`src/rtl/dsram_pkg.sv`:
```
// Shared types and helpers for the dual-port SRAM with clear sequencer.
// Holds the FSM state type, collision-mode encodings and the parity helper.
package dsram_pkg;

  typedef enum logic {
    IDLE  = 1'b0,
    CLEAR = 1'b1
  } dsram_state_t;

  localparam int COLL_READ_OLD    = 0;
  localparam int COLL_WRITE_FIRST = 1;

  // Even-parity bit over a zero-extended word (words up to 256 bits).
  function automatic logic parity_even(input logic [255:0] d);
    return ^d;
  endfunction

endpackage

```
`src/rtl/dsram_read_pipe.sv`:
```
// Read-data delay line: LAT (1 or 2) register stages carrying valid and data.
// Latency LAT cycles; no backpressure, one entry accepted per cycle.
// Output data loads only on valid so it holds between reads; reset clears valids and the visible output.
module dsram_read_pipe #(
  parameter int LAT = 1,
  parameter int W   = 8
) (
  input  logic         clk,
  input  logic         rst,
  input  logic         in_vld,
  input  logic [W-1:0] in_dat,
  output logic         out_vld,
  output logic [W-1:0] out_dat
);

  logic         last_vld;
  logic [W-1:0] last_dat;

  generate
    if (LAT == 1) begin : g_direct
      assign last_vld = in_vld;
      assign last_dat = in_dat;
    end else begin : g_stage
      logic         mid_vld;
      logic [W-1:0] mid_dat;

      always_ff @(posedge clk or posedge rst) begin
        if (rst) mid_vld <= 1'b0;
        else     mid_vld <= in_vld;
      end

      always_ff @(posedge clk) begin
        if (in_vld) mid_dat <= in_dat;
      end

      assign last_vld = mid_vld;
      assign last_dat = mid_dat;
    end
  endgenerate

  // The final data stage is the architectural Read_Data register, so it resets too.
  always_ff @(posedge clk or posedge rst) begin
    if (rst) begin
      out_vld <= 1'b0;
      out_dat <= '0;
    end else begin
      out_vld <= last_vld;
      if (last_vld) out_dat <= last_dat;
    end
  end

endmodule

```
`src/rtl/dual_sram_seq_clear.sv`:
```
// Dual-port SRAM (1W/1R) with hardware clear sequencer; optional parity via DSRAM_PARITY_EN.
// Read latency READ_LATENCY (1 or 2) cycles, one read per cycle; clear takes DEPTH cycles.
// No backpressure: user requests arriving during a clear are dropped, in-flight reads still drain.
module dual_sram_seq_clear
  import dsram_pkg::*;
#(
  parameter int DATA_WIDTH     = 8,
  parameter int ADDR_WIDTH     = 4,
  parameter int READ_LATENCY   = 1,
  parameter int COLLISION_MODE = 0
) (
  input  logic                  clk,
  input  logic                  rst,
  input  logic                  Mem_Clear,
  input  logic                  Chip_Select,
  input  logic                  En_Write,
  input  logic                  En_Read,
  input  logic [ADDR_WIDTH-1:0] Write_Addr,
  input  logic [ADDR_WIDTH-1:0] Read_Addr,
  input  logic [DATA_WIDTH-1:0] Write_Data,
  output logic [DATA_WIDTH-1:0] Read_Data,
  output logic                  Read_Valid,
  output logic                  Clear_Busy
`ifdef DSRAM_PARITY_EN
  ,
  output logic                  Parity_Err
`endif
);

  localparam int DEPTH = 1 << ADDR_WIDTH;
`ifdef DSRAM_PARITY_EN
  localparam int PIPE_W = DATA_WIDTH + 1;
`else
  localparam int PIPE_W = DATA_WIDTH;
`endif

  dsram_state_t          state;
  logic [ADDR_WIDTH-1:0] clr_cnt;
  logic [DATA_WIDTH-1:0] mem_dat [DEPTH];

  logic                  wr_en;
  logic                  rd_en;
  logic                  bypass;
  logic [DATA_WIDTH-1:0] rd_dat;
  logic [PIPE_W-1:0]     pipe_in;
  logic [PIPE_W-1:0]     pipe_out;

  assign wr_en  = (state == IDLE) && Chip_Select && En_Write;
  assign rd_en  = (state == IDLE) && Chip_Select && En_Read;
  assign bypass = (COLLISION_MODE == COLL_WRITE_FIRST) && wr_en && rd_en &&
                  (Write_Addr == Read_Addr);
  assign rd_dat = bypass ? Write_Data : mem_dat[Read_Addr];

  always_ff @(posedge clk or posedge rst) begin
    if (rst) begin
      state      <= IDLE;
      clr_cnt    <= '0;
      Clear_Busy <= 1'b0;
    end else begin
      case (state)
        IDLE: begin
          if (Mem_Clear) begin
            state      <= CLEAR;
            Clear_Busy <= 1'b1;
          end
        end
        CLEAR: begin
          clr_cnt <= clr_cnt + ADDR_WIDTH'(1);
          if (&clr_cnt) begin
            state      <= IDLE;
            Clear_Busy <= 1'b0;
          end
        end
        default: begin
          state      <= IDLE;
          Clear_Busy <= 1'b0;
        end
      endcase
    end
  end

  // Array has no reset; an aborted clear leaves it partially zeroed.
  always_ff @(posedge clk) begin
    if (state == CLEAR)  mem_dat[clr_cnt]    <= '0;
    else if (wr_en)      mem_dat[Write_Addr] <= Write_Data;
  end

`ifdef DSRAM_PARITY_EN
  logic mem_par [DEPTH];
  logic rd_perr;

  always_ff @(posedge clk) begin
    if (state == CLEAR)  mem_par[clr_cnt]    <= 1'b0;
    else if (wr_en)      mem_par[Write_Addr] <= parity_even(256'(Write_Data));
  end

  // Bypassed data never came from the array, so it cannot carry a stored error.
  assign rd_perr  = !bypass &&
                    (mem_par[Read_Addr] != parity_even(256'(mem_dat[Read_Addr])));
  assign pipe_in  = {rd_perr, rd_dat};
  assign Read_Data  = pipe_out[DATA_WIDTH-1:0];
  assign Parity_Err = Read_Valid && pipe_out[DATA_WIDTH];
`else
  assign pipe_in   = rd_dat;
  assign Read_Data = pipe_out;
`endif

  dsram_read_pipe #(
    .LAT (READ_LATENCY),
    .W   (PIPE_W)
  ) u_read_pipe (
    .clk     (clk),
    .rst     (rst),
    .in_vld  (rd_en),
    .in_dat  (pipe_in),
    .out_vld (Read_Valid),
    .out_dat (pipe_out)
  );

endmodule
```
`config.mk`:
```
export PLATFORM = sky130hd
export DESIGN_NAME = dual_sram_seq_clear
export DESIGN_NICKNAME = d
export VERILOG_FILES = /design/src/rtl/dsram_pkg.sv /design/src/rtl/dsram_read_pipe.sv /design/src/rtl/dual_sram_seq_clear.sv
export SDC_FILE = /design/constraint.sdc
export NUM_CORES = 1
export LEC_CHECK = 0
export ABC_AREA = 1
export BUFFER_PORTS_ARGS = -buffer_cell sky130_fd_sc_hd__buf_2
export CAP_MARGIN = 15
export CORE_ASPECT_RATIO = 1.25
export CORE_MARGIN = 4
export CORE_UTILIZATION = 51
export CTS_CLUSTER_DIAMETER = 30
export DETAILED_ROUTE_END_ITERATION = 8
export HOLD_SLACK_MARGIN = 0.03
export PLACE_DENSITY = 0.69
export SYNTH_ARGS = -nofsm -noshare
export SYNTH_HDL_FRONTEND = slang
export SYNTH_SLANG_ARGS = --single-unit
```
`constraint.sdc`:
```
create_clock -name clk -period 3.5 [get_ports clk]
set_clock_uncertainty 0.2 [all_clocks]
set_input_delay 0.35 -clock clk [delete_from_list [all_inputs] [get_ports clk]]
set_output_delay 0.35 -clock clk [all_outputs]
set_load 0.1 [all_outputs]
```
**Word level (Yosys, flattened, before mapping)**

Memory sizes are Yosys's and may differ from the RTL's. A register that Yosys moved wholly into a read port is not among the register bits.
Cells that the tools add are included.

- Register bits: 7
- Memory bits (writable): 128
- Output and inout port bits: 10
- Memories: 1

Memories:

| memory | depth | width | rd ports | clocked after memory_dff | write ports | line | RTL |
|---|---|---|---|---|---|---|---|
| mem_dat | 16 | 8 | 1 | 1 | 1 | dual_sram_seq_clear.sv:39 | `logic [DATA_WIDTH-1:0] mem_dat [DEPTH];` |

- Add/sub/neg operators: 1
- Equal/unequal tests: 2
- Muxes and demuxes: 14
- Bitwise gates (word level): 1
- Reduce and logical (&&, ||, !) cells: 6

Operators with widths:

| kind | count |
|---|---|
| 1-bit 2-to-1 mux | 10 |
| 8-bit 2-to-1 mux | 1 |
| 8-bit OR reduction | 1 |
| 4-bit by 1-bit adder with 4-bit output, second input constant | 1 |
| 4-bit 2-to-1 mux | 1 |
| 1-bit case mux with 2 select lines | 2 |
| 4-bit AND reduction | 1 |
| 1-bit logical AND | 3 |
| 2-bit by 1-bit inequality test with 1-bit output, second input constant | 1 |
| 2-bit inequality test, second input constant | 1 |
| 2-bit AND reduction | 1 |
| 1-bit inverter | 1 |

**Logic depth before layout (Yosys ltp)**

Gate-level depths: netlist (run 1).

- Depth after elaboration: 8
- Gate-level depth with buffers: 10
- Gate-level depth less buffers: 9

**Hierarchy**

A second synthesis (run 1) with hierarchy kept.

- Cells, all modules: 646
- Area, all modules: 6356.1 µm²

By module, submodules not included:

| module | instances | cells an instance | area each (µm²) | sequential area each (µm²) |
|---|---|---|---|---|
| dual_sram_seq_clear | 1 | 610 | 6022.0 | 3993.8 |
| dsram_read_pipe | 1 | 36 | 334.1 | 225.2 |

**Worst setup path after synthesis (run 1)**

No wires, ideal clock.

- Path kind: register -> register
- Start: reg state
- End: mem mem_dat[5][0], enable pin
- Arrival time: 1.640 ns
- Setup slack: 1.277 ns
- Stages on the path, launching flop included: 7
- Path buffers: 1
- Period minus slack after synthesis: 2.223 ns
- Cells stage by stage: dfrtp_1 > buf_6 > clkinv_8 > nand3_4 > o21ai_0 > inv_1 > nor3_1

- Cells in the longest elaborated chain, start to end: 8

Ends and longest elaborated chain:

| item | line | RTL |
|---|---|---|
| start, declared | dual_sram_seq_clear.sv:37 | `dsram_state_t state;` |
| start signal, assigned | dual_sram_seq_clear.sv:56 | `state <= IDLE;` |
| start signal, assigned | dual_sram_seq_clear.sv:63 | `state <= CLEAR;` |
| start signal, assigned | dual_sram_seq_clear.sv:70 | `state <= IDLE;` |
| 1-bit inverter | -- |  |
| 1-bit logical AND (2 in a row) | dual_sram_seq_clear.sv:48 | `assign wr_en = (state == IDLE) && Chip_Select && En_Write;` |
| 1-bit 2-to-1 mux | dual_sram_seq_clear.sv:85 | `else if (wr_en) mem_dat[Write_Addr] <= Write_Data;` |
| 1-bit 2-to-1 mux | dual_sram_seq_clear.sv:84 | `if (state == CLEAR) mem_dat[clr_cnt] <= '0;` |
| 1-bit 2-to-1 mux (implied by the code) | dual_sram_seq_clear.sv:85 |  |
| 8-bit OR reduction (no source line) | -- |  |
| 4-bit 2-to-1 mux (no source line) / 1-bit 2-to-1 mux (equally long branches) | -- |  |
| end, declared | dual_sram_seq_clear.sv:39 |  |

Parallel ways exist; a longest one is shown, timed or not.

**Worst setup path after layout (run 1)**

- Start: reg state
- End: mem mem_dat[4][2], enable pin

Same word-level chain as after synthesis.

==> flow_results.xml, run 1 <==
<?xml version="1.0" encoding="UTF-8"?>
<metrics>
  <group name="power">
    <metric name="irDropWorstVdd" unit="V">0.000409</metric>
    <metric name="report.power.total" unit="mW">5.33</metric>
    <metric name="p_leak" unit="nW">2.83</metric>
    <metric name="cellPowerDensity" unit="nW/µm²">777</metric>
  </group>
  <group name="setup_path">
    <metric name="critical_path_start_type" unit="">flip-flop</metric>
    <metric name="timing.critical_path.to_type" unit="">flip-flop</metric>
    <metric name="critical_path_data_required_time" unit="ns">3.34</metric>
    <metric name="worst-endpoint-arrival" unit="ns">2.45</metric>
    <metric name="critPathKind" unit="">flip-flop to flip-flop</metric>
    <metric name="cp_max_fo" unit="">17</metric>
  </group>
  <group name="place">
    <metric name="detailed_place.area" unit="µm²">6250</metric>
    <metric name="gp_routability_congestion" unit="">0.916</metric>
    <metric name="place.detailed.hpwl" unit="µm">8430</metric>
    <metric name="dpl.cell_count" unit="">693</metric>
    <metric name="post-place-ws" unit="ns">0.899</metric>
    <metric name="port_buffers" unit="">31</metric>
  </group>
  <group name="run_status">
    <metric name="run_status" unit="">completed</metric>
  </group>
  <group name="min_path">
    <metric name="hold_class" unit="">input port to flip-flop</metric>
  </group>
  <group name="die">
    <metric name="die_width" unit="µm">105</metric>
    <metric name="fp.dieArea" unit="µm²">13500</metric>
    <metric name="y_dimension_of_the_die" unit="µm">129</metric>
    <metric name="rows" unit="">43</metric>
    <metric name="initial_utilization" unit="%">52.9</metric>
    <metric name="core_area" unit="µm²">11300</metric>
    <metric name="io_pins" unit="">32</metric>
  </group>
  <group name="cts">
    <metric name="ctsRootBufferMaster" unit="">sky130_fd_sc_hd__clkbuf_16</metric>
    <metric name="cts_sinks" unit="">143</metric>
    <metric name="cts.clk_slew.worst_paths" unit="ns">0.06</metric>
    <metric name="cts_tree" unit="">built</metric>
    <metric name="max-clock-path-buffers" unit="">2</metric>
    <metric name="htree_num_levels" unit="">4</metric>
    <metric name="clock_buffer_count_from_cts" unit="">17</metric>
    <metric name="clk-insertion-delay-late" unit="ns">0.41</metric>
    <metric name="post-cts-setup-buffers" unit="">0</metric>
  </group>
  <group name="detailed_routing">
    <metric name="antenna_violating_nets_left" unit="">0</metric>
    <metric name="via_count" unit="">3982</metric>
    <metric name="detail_route.drc_violations" unit="">0</metric>
    <metric name="finalWirelength" unit="µm">13200</metric>
    <metric name="vias_per_cell" unit="">5.48</metric>
    <metric name="drt-initial-drc-count" unit="">355</metric>
    <metric name="routedWlPerCell" unit="µm">18.2</metric>
    <metric name="firstDrtPassIters" unit="">5</metric>
  </group>
  <group name="sta">
    <metric name="fin_setup_tns" unit="ns">0</metric>
    <metric name="worstMarginPinSlew" unit="ns">1.04</metric>
    <metric name="final_min_period_over_clock_period" unit="%">74.4</metric>
    <metric name="setup_ws" unit="ns">0.896</metric>
    <metric name="timing.max_slew.rel_slack" unit="%">30.8</metric>
    <metric name="finalSetupViolations" unit="">0</metric>
    <metric name="period_minus_slack" unit="ns">2.60</metric>
    <metric name="report.final.slew_viol_count" unit="">0</metric>
    <metric name="max_clock_freq" unit="MHz">384</metric>
    <metric name="hold_ws" unit="ns">0.134</metric>
    <metric name="grt_setup_unrepaired" unit="">no</metric>
    <metric name="hold_viol_final" unit="">0</metric>
  </group>
  <group name="global_route">
    <metric name="grt_pass1_vias" unit="">3801</metric>
    <metric name="globalRouteOverflowTotal" unit="">0</metric>
    <metric name="grt_pass1_wl" unit="µm">20400</metric>
    <metric name="grt_start_max_net_pins" unit="">65</metric>
    <metric name="gr-usage-all-layers" unit="%">20.3</metric>
    <metric name="number_of_antenna_violations_at_the_first_check_in_global_routing" unit="">1</metric>
  </group>
  <group name="final_layout">
    <metric name="post-route-cell-area" unit="µm²">6860</metric>
    <metric name="count_of_inserted_antenna_diode_cells" unit="">0</metric>
    <metric name="fill_cells" unit="">918</metric>
    <metric name="drive_above_1_share" unit="%">14.0</metric>
    <metric name="stdcell_count" unit="">727</metric>
    <metric name="syn_to_final_growth" unit="%">14.8</metric>
    <metric name="finish.net_count" unit="">602</metric>
    <metric name="layout.core_utilization" unit="%">60.7</metric>
  </group>
  <group name="flow_run">
    <metric name="maxCapViolCount" unit="">0</metric>
  </group>
  <group name="synthesis">
    <metric name="postSynthCellCount" unit="">540</metric>
    <metric name="synthDistinctLibCells" unit="">26</metric>
    <metric name="syn-num-nets" unit="">563</metric>
    <metric name="synth_area" unit="µm²">5980</metric>
    <metric name="ys_seq_elements" unit="">143</metric>
    <metric name="syn_area_per_cell" unit="µm²">11.1</metric>
    <metric name="count_of_warnings_emitted_by_yosys" unit="">0</metric>
    <metric name="synth.yosys.seq_area_share" unit="%">70.6</metric>
  </group>
</metrics>
==> area by class of cell <==
cell class	count	area, µm²	area share (%)
repair buffers	46	273	3.97
well taps	135	169	2.46
clock buffers	18	429	6.25
flip-flops and latches	143	4220	61.5
inverters	25	106	1.55
multi-input cells	346	1500	21.9
clock inverters	14	166	2.42
==> sequential cells by signal (all words and copies together), names as in the netlist <==
signal               cells
Clear_Busy               1
clr_cnt                  4
u_read_pipe.out_dat      8
u_read_pipe.out_vld      1
state                    1
mem_dat                128
==> path summary, 6_finish.rpt <==
path / slack, ns / start / depth (start not counted) / endpoint
worst max-delay path: 0.90 / state / 5 / mem_dat[4][2]
max in group asynchronous: 2.38 / rst / 3 / u_read_pipe.out_dat[4]
min in group asynchronous: 0.34 / rst / 3 / Clear_Busy
worst min-delay path: 0.13 / En_Read / 4 / u_read_pipe.out_dat[5]
worst max register to register: 0.90 / state / 5 / mem_dat[4][2]
worst min register to register: 0.28 / u_read_pipe.out_dat[4] / 2 / u_read_pipe.out_dat[4]
==> worst max-delay path, stage by stage, from the launching register on <==
cell	delay (ns)
sky130_fd_sc_hd__dfrtp_1	0.51
sky130_fd_sc_hd__clkinv_8	0.10
sky130_fd_sc_hd__nand3_4	0.19
sky130_fd_sc_hd__o21ai_0	0.36
sky130_fd_sc_hd__nand3_1	0.17
sky130_fd_sc_hd__nor2_1	0.68
==> cell usage after synthesis (all sizes together) <==
master | number | area, µm²
a21oi | 1 | 5.00
buf | 22 | 139
clkbuf | 4 | 15.0
clkinv | 2 | 20.0
dfrtp | 15 | 375
edfxtp | 128 | 3840
ha | 1 | 12.5
inv | 23 | 86.3
nand2 | 204 | 773
nand3 | 103 | 533
nand4 | 1 | 6.26
nor2 | 24 | 90.1
nor3 | 4 | 25.0
o21ai | 5 | 28.8
xor2 | 3 | 26.3
==> logic make-up after synthesis <==
family / after synthesis / share of synthesized area, %
AOI/OAI and AO/OA: 6 / 0.565
xor gates and xnor gates: 3 / 0.440
adders and majority gates: 1 / 0.209
buffers and inverters: 51 / 4.35
DFF: 143 / 70.6
and+or+nand+nor: 336 / 23.9
==> per-layer routing <==
metal	vias up	global-route usage [%]	routed length (µm)
met5	-	0	13
met4	2	7.57	296
met3	28	4.48	906
met2	157	34.4	6790
met1	1888	25.9	5190
li1	1907	-	-
==> power by group <==
group	switching (mW)	leakage, nW	internal, mW	total, mW
Sequential	0.115	1.44	2.24	2.35
Combinational	0.940	1.11	0.247	1.19
Clock	0.672	0.282	1.12	1.79
==> repair_timing <==
item | CTS | global route
hold buffers | 2 | 0
setup endpoints to repair | 0 | 0
hold endpoints to repair | 17 | 0
resized for setup | 0 | 0
==> cell usage in the layout (no fill, tap or decap) <==
| cell type | instances |
|---|---|
| sky130_fd_sc_hd__o21ai_2 | 1 |
| sky130_fd_sc_hd__inv_6 | 1 |
| sky130_fd_sc_hd__dlygate4sd3_1 | 2 |
| sky130_fd_sc_hd__clkinv_8 | 1 |
| sky130_fd_sc_hd__clkinv_2 | 4 |
| sky130_fd_sc_hd__clkinvlp_4 | 4 |
| sky130_fd_sc_hd__nand4_1 | 1 |
| sky130_fd_sc_hd__edfxtp_1 | 128 |
| sky130_fd_sc_hd__nand2_4 | 1 |
| sky130_fd_sc_hd__buf_4 | 13 |
| sky130_fd_sc_hd__inv_1 | 21 |
| sky130_fd_sc_hd__nand2_1 | 203 |
| sky130_fd_sc_hd__nand3_2 | 1 |
| sky130_fd_sc_hd__ha_1 | 1 |
| sky130_fd_sc_hd__clkbuf_1 | 1 |
| sky130_fd_sc_hd__nor3_2 | 1 |
| sky130_fd_sc_hd__nand3_1 | 101 |
| sky130_fd_sc_hd__bufinv_16 | 3 |
| sky130_fd_sc_hd__clkbuf_16 | 17 |
| sky130_fd_sc_hd__nand3_4 | 1 |
| sky130_fd_sc_hd__xor2_1 | 3 |
| sky130_fd_sc_hd__nor3_1 | 3 |
| sky130_fd_sc_hd__o21ai_1 | 2 |
| sky130_fd_sc_hd__clkinv_4 | 2 |
| sky130_fd_sc_hd__nor2_1 | 24 |
| sky130_fd_sc_hd__buf_2 | 31 |
| sky130_fd_sc_hd__clkinv_1 | 1 |
| sky130_fd_sc_hd__inv_2 | 2 |
| sky130_fd_sc_hd__a21oi_1 | 1 |
| sky130_fd_sc_hd__o21ai_0 | 2 |
| sky130_fd_sc_hd__dfrtp_1 | 15 |
Note: power is estimated with default switching activity, not from simulation.
==> inputs of run 2 (changes only) <==
==> constraint.sdc (replaced) <==
create_clock -name clk -period 2.7 [get_ports clk]
set_clock_uncertainty 0.2 [all_clocks]
set_input_delay 0.27 -clock clk [delete_from_list [all_inputs] [get_ports clk]]
set_output_delay 0.27 -clock clk [all_outputs]
set_load 0.1 [all_outputs]
==> run 2 against run 1 <==
  * Count of clock-buffer cells in the layout increased by 4
  * First-iteration DRC count increased by 12%
  * Sequential share of layout area decreased by 1.1 points
  * Worst hold slack got worse by 0.072 ns
  * Final cell count increased by 2.1%
  * Die area unchanged
  * Total power increased by 31%
  * Maximum frequency increased by 15%
  * Flip-flop and latch count unchanged
  * Non-clock buffer count increased by 15
  * Combinational power increased by 38%
  * Global-route usage increased by 1.1 points
  * Critical endpoint is now mem_dat[2][4]
==> flow_results.xml, run 2 (same netlist as run 1, synthesis figures left out) <==
<?xml version="1.0" encoding="UTF-8"?>
<metrics>
  <group name="run_status">
    <metric name="run_status" unit="">completed</metric>
  </group>
  <group name="die">
    <metric name="io_pins" unit="">32</metric>
    <metric name="y_dimension_of_the_die" unit="µm">129</metric>
    <metric name="initial_utilization" unit="%">52.9</metric>
    <metric name="die_width" unit="µm">105</metric>
    <metric name="core_area" unit="µm²">11300</metric>
    <metric name="rows" unit="">43</metric>
    <metric name="fp.dieArea" unit="µm²">13500</metric>
  </group>
  <group name="global_route">
    <metric name="grt_start_max_net_pins" unit="">65</metric>
    <metric name="number_of_antenna_violations_at_the_first_check_in_global_routing" unit="">0</metric>
    <metric name="gr-usage-all-layers" unit="%">21.4</metric>
    <metric name="grt_pass1_wl" unit="µm">21300</metric>
    <metric name="grt_pass1_vias" unit="">4086</metric>
    <metric name="globalRouteOverflowTotal" unit="">0</metric>
  </group>
  <group name="min_path">
    <metric name="hold_class" unit="">input port to flip-flop</metric>
  </group>
  <group name="cts">
    <metric name="cts.clk_slew.worst_paths" unit="ns">0.06</metric>
    <metric name="max-clock-path-buffers" unit="">2</metric>
    <metric name="cts_sinks" unit="">143</metric>
    <metric name="htree_num_levels" unit="">4</metric>
    <metric name="clock_buffer_count_from_cts" unit="">17</metric>
    <metric name="postCtsResizedCells" unit="">0</metric>
    <metric name="cts_tree" unit="">built</metric>
    <metric name="ctsRootBufferMaster" unit="">sky130_fd_sc_hd__clkbuf_16</metric>
    <metric name="clk-insertion-delay-late" unit="ns">0.41</metric>
  </group>
  <group name="place">
    <metric name="place.detailed.hpwl" unit="µm">9090</metric>
    <metric name="gp_routability_congestion" unit="">0.858</metric>
    <metric name="port_buffers" unit="">31</metric>
    <metric name="dpl.cell_count" unit="">708</metric>
  </group>
  <group name="setup_path">
    <metric name="cp_cell_sequence" unit="">clkinv_8 -&gt; nand3_4 -&gt; nand2_1 -&gt; o21ai_1 -&gt; nand2_1 -&gt; nor3_1 -&gt; buf_4</metric>
    <metric name="critical_path_data_required_time" unit="ns">2.62</metric>
    <metric name="cp_max_fo" unit="">17</metric>
    <metric name="critical_path_start_type" unit="">flip-flop</metric>
    <metric name="critical_path.n_buffers_inverters" unit="">2</metric>
    <metric name="timing.critical_path.slowest_stage_cell" unit="">sky130_fd_sc_hd__dfrtp_1</metric>
    <metric name="worst_path_largest_cell_delay" unit="ns">0.59</metric>
    <metric name="critical-path-top-cell-by-count" unit="">sky130_fd_sc_hd__nand2_1</metric>
    <metric name="worst-endpoint-arrival" unit="ns">2.19</metric>
    <metric name="critPathKind" unit="">flip-flop to flip-flop</metric>
    <metric name="timing.critical_path.to_type" unit="">flip-flop</metric>
    <metric name="cell_family_with_most_cp_delay" unit="">simple AND/OR/NAND/NOR gates</metric>
  </group>
  <group name="final_layout">
    <metric name="finish.net_count" unit="">617</metric>
    <metric name="stdcell_count" unit="">742</metric>
    <metric name="count_of_inserted_antenna_diode_cells" unit="">0</metric>
    <metric name="syn_to_final_growth" unit="%">16.8</metric>
    <metric name="drive_above_1_share" unit="%">15.7</metric>
    <metric name="largest_register_ffs" unit="">128</metric>
    <metric name="layout.cells.most_common_list" unit="">sky130_fd_sc_hd__nand2_1, sky130_fd_sc_hd__edfxtp_1, sky130_fd_sc_hd__nand3_1</metric>
    <metric name="fill_cells" unit="">861</metric>
    <metric name="reg_top3" unit="">mem_dat: 128 flops, u_read_pipe.out_dat: 8 flops, clr_cnt: 4 flops</metric>
    <metric name="layout.cells.most_common" unit="">sky130_fd_sc_hd__nand2_1</metric>
    <metric name="most_flop_heavy_register" unit="">mem_dat</metric>
  </group>
  <group name="sta">
    <metric name="report.final.slew_viol_count" unit="">0</metric>
    <metric name="final_min_period_over_clock_period" unit="%">84.0</metric>
    <metric name="period_minus_slack" unit="ns">2.27</metric>
    <metric name="timing.max_slew.rel_slack" unit="%">58.7</metric>
    <metric name="grt_setup_unrepaired" unit="">no</metric>
    <metric name="max_clock_freq" unit="MHz">441</metric>
    <metric name="fin_setup_tns" unit="ns">0</metric>
    <metric name="worstMarginPinSlew" unit="ns">0.619</metric>
    <metric name="hold_viol_final" unit="">0</metric>
    <metric name="finalSetupViolations" unit="">0</metric>
    <metric name="hold_ws" unit="ns">0.0614</metric>
  </group>
  <group name="detailed_routing">
    <metric name="vias_per_cell" unit="">5.44</metric>
    <metric name="drt-initial-drc-count" unit="">397</metric>
    <metric name="antenna_violating_nets_left" unit="">0</metric>
    <metric name="via_count" unit="">4035</metric>
    <metric name="detail_route.drc_violations" unit="">0</metric>
    <metric name="firstDrtPassIters" unit="">5</metric>
    <metric name="finalWirelength" unit="µm">13600</metric>
    <metric name="routedWlPerCell" unit="µm">18.4</metric>
  </group>
  <group name="power">
    <metric name="p_leak" unit="nW">2.91</metric>
    <metric name="cellPowerDensity" unit="nW/µm²">1000</metric>
    <metric name="irDropWorstVdd" unit="V">0.000588</metric>
  </group>
  <group name="flow_run">
    <metric name="maxCapViolCount" unit="">0</metric>
  </group>
</metrics>
==> run 2: cell types whose count changed in the layout (fill, tap and decap cells not counted) <==
cell	previous run	this run
sky130_fd_sc_hd__clkbuf_1	1	4
sky130_fd_sc_hd__buf_12	0	1
sky130_fd_sc_hd__buf_4	13	27
sky130_fd_sc_hd__clkinv_2	4	2
sky130_fd_sc_hd__clkinv_4	2	1
sky130_fd_sc_hd__clkbuf_8	0	1
sky130_fd_sc_hd__inv_6	1	0
==> run 2: cell type report <==
class,count,area [µm²],share of cell area (%)
Clock inverter,10,139,1.99
Tap cell,135,169,2.42
Inverter,25,106,1.52
Timing Repair Buffer,61,398,5.70
Sequential cell,143,4220,60.4
Multi-Input combinational cell,346,1500,21.5
Clock buffer,22,454,6.50
==> run 2: per-stage QoR <==
| stage | util (%) | total power, mW | instance area [µm²] | worst slack, ns |
|---|---|---|---|---|
| floorplan | - | 4.24 | 5980 | 0.477 |
| global placement | 56.4 | 4.66 | 6370 | 0.529 |
| detailed placement | 56.4 | 4.72 | 6370 | 0.454 |
| CTS | 61.8 | 7.01 | 6990 | 0.443 |
| global route | 61.8 | 7.29 | 6990 | 0.200 |
| finish | 61.8 | 6.99 | 6990 | 0.433 |
==> run 2: path summary, 6_finish.rpt <==
| path | cells past startpoint | slack, ns | to | startpoint |
|---|---|---|---|---|
| setup / recovery | 7 | 0.43 | mem_dat[2][4] | state |
| hold / removal | 4 | 0.06 | u_read_pipe.out_dat[7] | En_Read |
| setup reg to reg | 7 | 0.43 | mem_dat[2][4] | state |
| hold reg to reg | 2 | 0.28 | u_read_pipe.out_dat[4] | u_read_pipe.out_dat[4] |
| max in group asynchronous | 3 | 1.67 | clr_cnt[0] | rst |
| min in group asynchronous | 3 | 0.26 | u_read_pipe.out_dat[7] | rst |
==> run 2: worst register-to-register path: cells and delay by family (launching register included) <==
family	cells	cell delay, ns
and+or+nand+nor	4	0.73
DFF	1	0.59
buffers and inverters	2	0.32
AOI/OAI and AO/OA	1	0.15
==> run 2: repair_timing <==
item,in CTS,in global routing
hold buffers,2,0
endpoints found under the hold margin,17,0
buffers inserted,0,0
==> run 2: where the power goes <==
| part | switching [mW] | total [mW] | internal, mW |
|---|---|---|---|
| Combinational | 1.24 | 1.64 | 0.392 |
| Clock | 0.830 | 2.30 | 1.47 |
| Sequential | 0.152 | 3.05 | 2.90 |
| Total | 2.23 | 6.99 | 4.76 |
==> run 2: metal layers <==
| metal | share of wire, % | wire (µm) | GRT usage, % |
|---|---|---|---|
| met5 | 0 | 0 | 0 |
| met2 | 54 | 7350 | 39.2 |
| met3 | 4.7 | 638 | 4.09 |
| met1 | 37 | 5100 | 23.9 |
| met4 | 3.9 | 525 | 10.6 |
